### src/rtl/pwm_trip_guard.sv
// Output protection between the PWM core and gate-driver pins: registered pass-through,
// filtered external trip and shoot-through detection, latched faults, sync-gated re-enable.
module pwm_trip_guard #(
  parameter int unsigned PWM_WIDTH  = 8,
  parameter int unsigned FILT_WIDTH = 8
) (
  input  logic                  clk,
  input  logic                  reset,
  input  logic [PWM_WIDTH-1:0]  pwm_A_in,
  input  logic [PWM_WIDTH-1:0]  pwm_B_in,
  input  logic                  sync_event,
  input  logic                  trip_ext,
  input  logic [FILT_WIDTH-1:0] trip_filter,
  input  logic                  trip_enable,
  input  logic [PWM_WIDTH-1:0]  st_enable,
  input  logic [PWM_WIDTH-1:0]  safe_A,
  input  logic [PWM_WIDTH-1:0]  safe_B,
  input  logic                  fault_clear,
  output logic [PWM_WIDTH-1:0]  pwmout_A,
  output logic [PWM_WIDTH-1:0]  pwmout_B,
  output logic [1:0]            state,
  output logic                  fault_ext,
  output logic [PWM_WIDTH-1:0]  fault_st,
  output logic                  trip_irq
);

  typedef enum logic [1:0] {
    StRun     = 2'd0,
    StTrip    = 2'd1,
    StRecover = 2'd2
  } state_e;

  state_e                  state_q;
  logic [PWM_WIDTH-1:0]    a_q, b_q;
  logic                    sync1_q, s2_q;
  logic [FILT_WIDTH-1:0]   cnt_q, cnt_d;
  logic [PWM_WIDTH-1:0]    pwmout_a_q, pwmout_b_q;
  logic                    fault_ext_q, trip_irq_q;
  logic [PWM_WIDTH-1:0]    fault_st_q;

  logic [FILT_WIDTH-1:0]   thr;
  logic                    ext_filt;
  logic [PWM_WIDTH-1:0]    st_hit;
  logic                    trip_now;

  // A zero filter setting behaves as a single-cycle filter.
  assign thr      = (trip_filter == '0) ? FILT_WIDTH'(1) : trip_filter;
  assign ext_filt = (cnt_q >= thr);
  assign st_hit   = st_enable & a_q & b_q;
  assign trip_now = trip_enable & (ext_filt | (|st_hit));

  always_comb begin
    cnt_d = '0;
    if (s2_q) begin
      cnt_d = (cnt_q < thr) ? cnt_q + FILT_WIDTH'(1) : thr;
    end
  end

  always_ff @(posedge clk) begin
    if (reset) begin
      state_q     <= StRecover;
      a_q         <= '0;
      b_q         <= '0;
      sync1_q     <= 1'b0;
      s2_q        <= 1'b0;
      cnt_q       <= '0;
      pwmout_a_q  <= safe_A;
      pwmout_b_q  <= safe_B;
      fault_ext_q <= 1'b0;
      fault_st_q  <= '0;
      trip_irq_q  <= 1'b0;
    end else begin
      a_q     <= pwm_A_in;
      b_q     <= pwm_B_in;
      sync1_q <= trip_ext;
      s2_q    <= sync1_q;
      cnt_q   <= cnt_d;

      // A trip detected this cycle already blocks the pass-through value.
      if (state_q == StRun && !trip_now) begin
        pwmout_a_q <= a_q;
        pwmout_b_q <= b_q;
      end else begin
        pwmout_a_q <= safe_A;
        pwmout_b_q <= safe_B;
      end

      trip_irq_q <= trip_now & (state_q != StTrip);

      if (trip_enable && (state_q == StTrip || trip_now)) begin
        fault_ext_q <= fault_ext_q | ext_filt;
        fault_st_q  <= fault_st_q | st_hit;
      end

      unique case (state_q)
        StRun: begin
          if (trip_now) state_q <= StTrip;
        end
        StTrip: begin
          if (fault_clear && !trip_now) state_q <= StRecover;
        end
        StRecover: begin
          if (trip_now) begin
            state_q <= StTrip;
          end else if (sync_event) begin
            state_q     <= StRun;
            fault_ext_q <= 1'b0;
            fault_st_q  <= '0;
          end
        end
        default: state_q <= StRecover;
      endcase
    end
  end

  assign pwmout_A  = pwmout_a_q;
  assign pwmout_B  = pwmout_b_q;
  assign state     = state_q;
  assign fault_ext = fault_ext_q;
  assign fault_st  = fault_st_q;
  assign trip_irq  = trip_irq_q;

endmodule

### config.mk
export PLATFORM = sky130hd
export DESIGN_NAME = pwm_trip_guard
export DESIGN_NICKNAME = d
export VERILOG_FILES = /design/src/rtl/pwm_trip_guard.sv
export SDC_FILE = /design/constraint.sdc
export NUM_CORES = 1
export LEC_CHECK = 0
export BUFFER_PORTS_ARGS = -buffer_cell sky130_fd_sc_hd__buf_4
export CAP_MARGIN = 20
export CORE_MARGIN = 5
export CORE_UTILIZATION = 41
export DETAILED_ROUTE_END_ITERATION = 10
export PLACE_DENSITY = 0.8
export SLEW_MARGIN = 25
export SYNTH_ARGS = -nofsm -noshare
export SYNTH_HDL_FRONTEND = slang
export SYNTH_SLANG_ARGS = --single-unit
### constraint.sdc
create_clock -name clk -period 2.1 [get_ports clk]
set_clock_uncertainty 0.05 [all_clocks]
set_input_delay 0.105 -clock clk [delete_from_list [all_inputs] [get_ports clk]]
set_output_delay 0.105 -clock clk [all_outputs]
set_load 0.005 [all_outputs]
# Word level (Yosys, flattened, before mapping)
# Index checks and enable logic that the tools add are counted.
[word_totals] regBits=54 input_bits=54 out_inout_bits=28 elab_cells=57
[classes] n_addsub=1 n_lt_le_gt_ge=2 eq_ne=6 mux=19 n_bitwise=8 n_reduce_logical=10
[op_table] op="8-bit 2-to-1 mux" count=10
[op_table] op="8-bit bitwise AND" count=2
[op_table] op="8-bit by 1-bit adder with 8-bit output, second input constant" count=1
[op_table] op="8-bit >= comparator" count=1
[op_table] op="8-bit zero test" count=1
[op_table] op="8-bit < comparator" count=1
[op_table] op="2-bit 2-to-1 mux" count=4
[op_table] op="8-bit OR" count=1
[op_table] op="8-bit OR reduction" count=1
[op_table] op="2-bit case mux with 3 select lines" count=1
[op_table] op="1-bit 2-to-1 mux" count=4
[op_table] op="2-bit by 1-bit inequality test with 1-bit output, second input constant" count=2
[op_table] op="1-bit logical AND" count=3
[op_table] op="3-bit inequality test, second input constant" count=1
[op_table] op="3-bit AND reduction" count=1
[op_table] op="1-bit bitwise AND" count=2
[op_table] op="2-bit by 1-bit == test with 1-bit output, second input constant" count=1
[op_table] op="2-bit == test, second input constant" count=1
[op_table] op="2-bit zero test" count=1
[op_table] op="2-bit inequality test, second input constant" count=1
[op_table] op="1-bit OR" count=2
[op_table] op="2-bit OR reduction" count=1
[op_table] op="1-bit zero test" count=1
[op_table] op="1-bit logical OR" count=1
[op_table] op="1-bit inverter" count=1

# Logic depth before layout (Yosys ltp)
[logic_depth] depth_word=11 ltp_mapped=9 mapped_depth_nobuf=8

# Worst setup path after synthesis
# No wires, ideal clock.
[synth_timing] path_kind="input-to-reg" start="input port trip_filter[3]" end="register pwmout_a_q[0], in the netlist pwmout_A[0]" setup_ns=0.089 arrival_ns=1.868 required_ns=1.961 path_slack_ns=0.093 stages=9 n_path_buf=1 cell_sequence="nor4_1 -> a41o_1 -> ha_1 -> nor2b_4 -> o211ai_4 -> a31oi_4 -> o31a_4 -> buf_6 -> o32ai_2"
[synth_via] elab_chain_cells=9
[synth_rtl] element="from (decl)" line_no="13" text="input logic [FILT_WIDTH-1:0] trip_filter,"
[synth_rtl] element="8-bit zero test" line_no="47" text="assign thr = (trip_filter == '0) ? FILT_WIDTH'(1) : trip_filter;"
[synth_rtl] element="8-bit 2-to-1 mux (*)" line_no="47"
[synth_rtl] element="8-bit >= comparator (*)" line_no="48" text="assign ext_filt = (cnt_q >= thr);"
[synth_rtl] element="1-bit OR (*)" line_no="50" text="assign trip_now = trip_enable & (ext_filt | (|st_hit));"
[synth_rtl] element="1-bit bitwise AND (*)" line_no="50"
[synth_rtl] element="1-bit zero test (*)" line_no="80" text="if (state_q == StRun && !trip_now) begin"
[synth_rtl] element="1-bit logical AND (*)" line_no="80"
[synth_rtl] element="8-bit 2-to-1 mux (*)" line_no="80"
[synth_rtl] element="8-bit 2-to-1 mux (*)" line_no="60" text="if (reset) begin"
[synth_rtl] element="to (signal assigned)" line_no="81" text="pwmout_a_q <= a_q;"
[synth_rtl] element="to (decl)" line_no="37" text="logic [PWM_WIDTH-1:0] pwmout_a_q, pwmout_b_q;"
# Mark *: on every way between the ends. The rest lies on a longest branch, timed or not.
# A chain may end at the register's enable or synchronous reset.

# Worst setup path in the final report
[layout_timing] start="register cnt_q[1]" end="register pwmout_b_q[3], in the netlist pwmout_B[3]"
[layout_via] elab_chain_cells=7
[layout_rtl] element="from (decl)" line_no="36" text="logic [FILT_WIDTH-1:0] cnt_q, cnt_d;"
[layout_rtl] element="from (signal assigned)" line_no="77" text="cnt_q <= cnt_d;"
[layout_rtl] element="8-bit >= comparator" line_no="48"
[layout_rtl] element="1-bit OR" line_no="50"
[layout_rtl] element="1-bit bitwise AND" line_no="50"
[layout_rtl] element="1-bit zero test" line_no="80"
[layout_rtl] element="1-bit logical AND" line_no="80"
[layout_rtl] element="8-bit 2-to-1 mux" line_no="80"
[layout_rtl] element="8-bit 2-to-1 mux" line_no="60"
[layout_rtl] element="to (signal assigned)" line_no="82" text="pwmout_b_q <= b_q;"
[layout_rtl] element="to (decl)" line_no="37"
# Every way passes these cells.

==> flow_summary_export.csv <==
group,metric,value,unit
run_status,status,"complete, but fails checks",
run_status,violations,"negative hold slack",
clock_tree,cts_max_level,2,
grt,grt_antenna_before_repair,0,
clock_tree,clk_pin_slew,100,ps
worst_setup_path,end_kind,"flop",
timing,worst_pin_slew,667,ps
placement,portBuffers,81,
worst_setup_path,critPathRequiredTime,2260,ps
job,maxCapViolations,0,
power,pwr-share-seq,0.524,
cells_and_area,nets,419,
power,clock_power_share,0.292,
clock_tree,ctsLongestPathBuffers,2,
detailed_routing,ant_nets,0,
worst_setup_path,crit_arrival,2130,ps
detailed_routing,drc,0,
floorplan,fp.dieArea,0.00778,mm2
logic_synthesis,synth-edff-count,0,
logic_synthesis,async_reset_ff_frac,0,
timing,max_freq,509,MHz
detailed_routing,first_pass_iters,4,
timing,setup_viol,0,
logic_synthesis,syn_avg_cell_area,10.3,um2
worst_hold_path,holdCritPathClass,"in2reg",
power,p_sw,0.000554,W
clock_tree,cts.sinks,54,
logic_synthesis,synth-seq-cells,54,
power,switching_share,0.260,
clock_tree,clockRootBuffer,"clkbuf_8",
cells_and_area,final_common_cell,"buf_4",
floorplan,start_util,0.423,
grt,overflow,0,
grt,grt_util_all_layers,0.179,
grt,grt_pass1_wl,10900,um
timing,finalHoldViolCount,1,
detailed_routing,vias,2278,
placement,dp_hpwl,5000,um
power,pwr-share-comb,0.184,
logic_synthesis,ys_types,42,
power,p_int,0.00158,W
floorplan,die_x,88.2,um
clock_tree,cts_made_buffers,5,
placement,pre_cts_slack,-209,ps
power,cellPowerDensity,588,mW/mm2
timing,holdWs,-8.78,ps
timing,slew_viol_final,0,
timing,rsz0062_at_grt,"no",
logic_synthesis,synth.net_count,306,
worst_setup_path,worst-path-max-fanout,16,
cells_and_area,drive_gt1_frac,0.359,
floorplan,core,0.00592,mm2
logic_synthesis,synth-warning-count,0,
logic_synthesis,syn_inst,243,
logic_synthesis,synthesis.area,0.00251,mm2
clock_tree,cts_tree,"yes",
cells_and_area,syn_to_final_growth,44.5,%
logic_synthesis,synth_seq_area_share,0.431,
floorplan,core.rowCount,28,
placement,routabilityCongestion,0.910,
power,peakVddDrop,0.271,mV
detailed_routing,drtIter0Drc,46,
detailed_routing,post_drt_wl_per_cell,16.1,um
timing,fin_ws,135,ps
timing,min_period,1960,ps
floorplan,die_h,88.2,um
detailed_routing,routed_wl,6950,um
timing,period_share,0.936,
logic_synthesis,dominantRegCellSynth,"dfxtp_1",
worst_setup_path,start_kind,"flop",
power,p_leak,1.53,nW
cells_and_area,layout_common_cells,"buf_4 (92), dfxtp_1 (54), dlygate4sd3_1 (28), inv_1 (26), nor2b_1 (21)",
clock_tree,clk_latency,310,ps
cells_and_area,diodes,0,
detailed_routing,via_per_inst,5.27,
grt,grt_pass1_vias,2323,
grt,grt_max_degree,19,
worst_setup_path,path_class,"reg2reg",
timing,slew_headroom,0.553,
floorplan,ios,82,
[path summary, 6_finish.rpt]
path                        from             endpoint  slack, ps  cells after the start
max reg2reg  cnt_q[1]$_SDFF_PP0_  pwmout_B[3]$_DFF_P_        140                      6
min reg2reg   sync1_q$_SDFF_PP0_      s2_q$_SDFF_PP0_        410                      1
max          cnt_q[1]$_SDFF_PP0_  pwmout_B[3]$_DFF_P_        140                      6
min                    safe_B[7]  pwmout_B[7]$_DFF_P_         -9                      3
[synthesized netlist by cell type, types with 3 or more instances]
library cell,instances,share of area
a211oi_1,8,0.024
a21oi_1,13,0.026
a311oi_1,7,0.024
a31oi_4,4,0.034
a41oi_1,8,0.028
and3_1,4,0.010
buf_2,3,0.0060
clkbuf_1,8,0.012
dfxtp_1,54,0.43
ha_1,9,0.045
inv_1,26,0.039
nand2_1,19,0.028
nand3_1,4,0.0080
nor2b_1,21,0.052
o21ai_0,3,0.0060
o32ai_1,6,0.021
o32ai_2,10,0.065
xnor2_1,4,0.014
[through the flow]
step                      instances  setup TNS (ps)  total power [W]  utilization  instance area [um2]
after global placement          396            -996          0.00148        0.544                 3220
after CTS                       432               0          0.00214        0.608                 3600
after global routing            432               0          0.00223        0.612                 3620
final                           432               0          0.00213        0.612                 3620
after floorplan                 243               0          0.00129            -                 2510
after detailed placement        396           -2850          0.00149        0.544                 3220
[kinds of logic after synthesis]
family,count (synthesis),synth area share
AO/OA/AOI/OAI,70,0.279
XOR/XNOR,6,0.0210
adder cells (fa/ha/maj),9,0.0449
buffers and inverters,40,0.0674
flip-flops,54,0.431
AND/OR/NAND/NOR,64,0.156
[final cells by class]
type	count	area (um2)
clock buffers	6	82.6
well taps	75	93.8
clock inverters	2	16.3
multi-input cells	149	1280
fillers	482	2300
flip-flops and latches	54	1080
repair buffers	120	971
inverters	26	97.6
[critical path: stages, from the launching register on]
cell,delay [ps]
dfxtp_1,340
ha_1,300
nor2b_4,140
o211ai_4,190
a31oi_4,150
o31a_4,410
o32ai_1,290
[metal layers]
metal	track usage	up-vias	share of wire
met4	0.0563	0	0.016
met2	0.329	65	0.51
met1	0.205	1090	0.40
li1	-	1112	-
met5	0	-	0
met3	0.0395	11	0.068
[what timing repair did]
item	4_1_cts	5_1_grt
resized for setup	0	4
hold buffers	28	0
setup buffers	0	0
setup endpoints to repair	0	10
hold endpoints to repair	28	0
[sequential cells by signal (all words and copies together) (netlist names)]
| register | count |
|---|---|
| a_q | 8 |
| b_q | 8 |
| cnt_q | 8 |
| fault_ext | 1 |
| fault_st | 8 |
| pwmout_A | 8 |
| pwmout_B | 8 |
| s2_q | 1 |
| state | 2 |
| sync1_q | 1 |
| trip_irq | 1 |
[power groups by stage]
stage               sequential [W]  combinational [W]  clock, W
floorplan                  0.00114           0.000156         0
global placement           0.00114           0.000336         0
detailed placement         0.00114           0.000346         0
CTS                        0.00112           0.000390  0.000633
global route               0.00112           0.000425  0.000675
finish                     0.00112           0.000393  0.000621
Power figures use the tool's default switching activity.
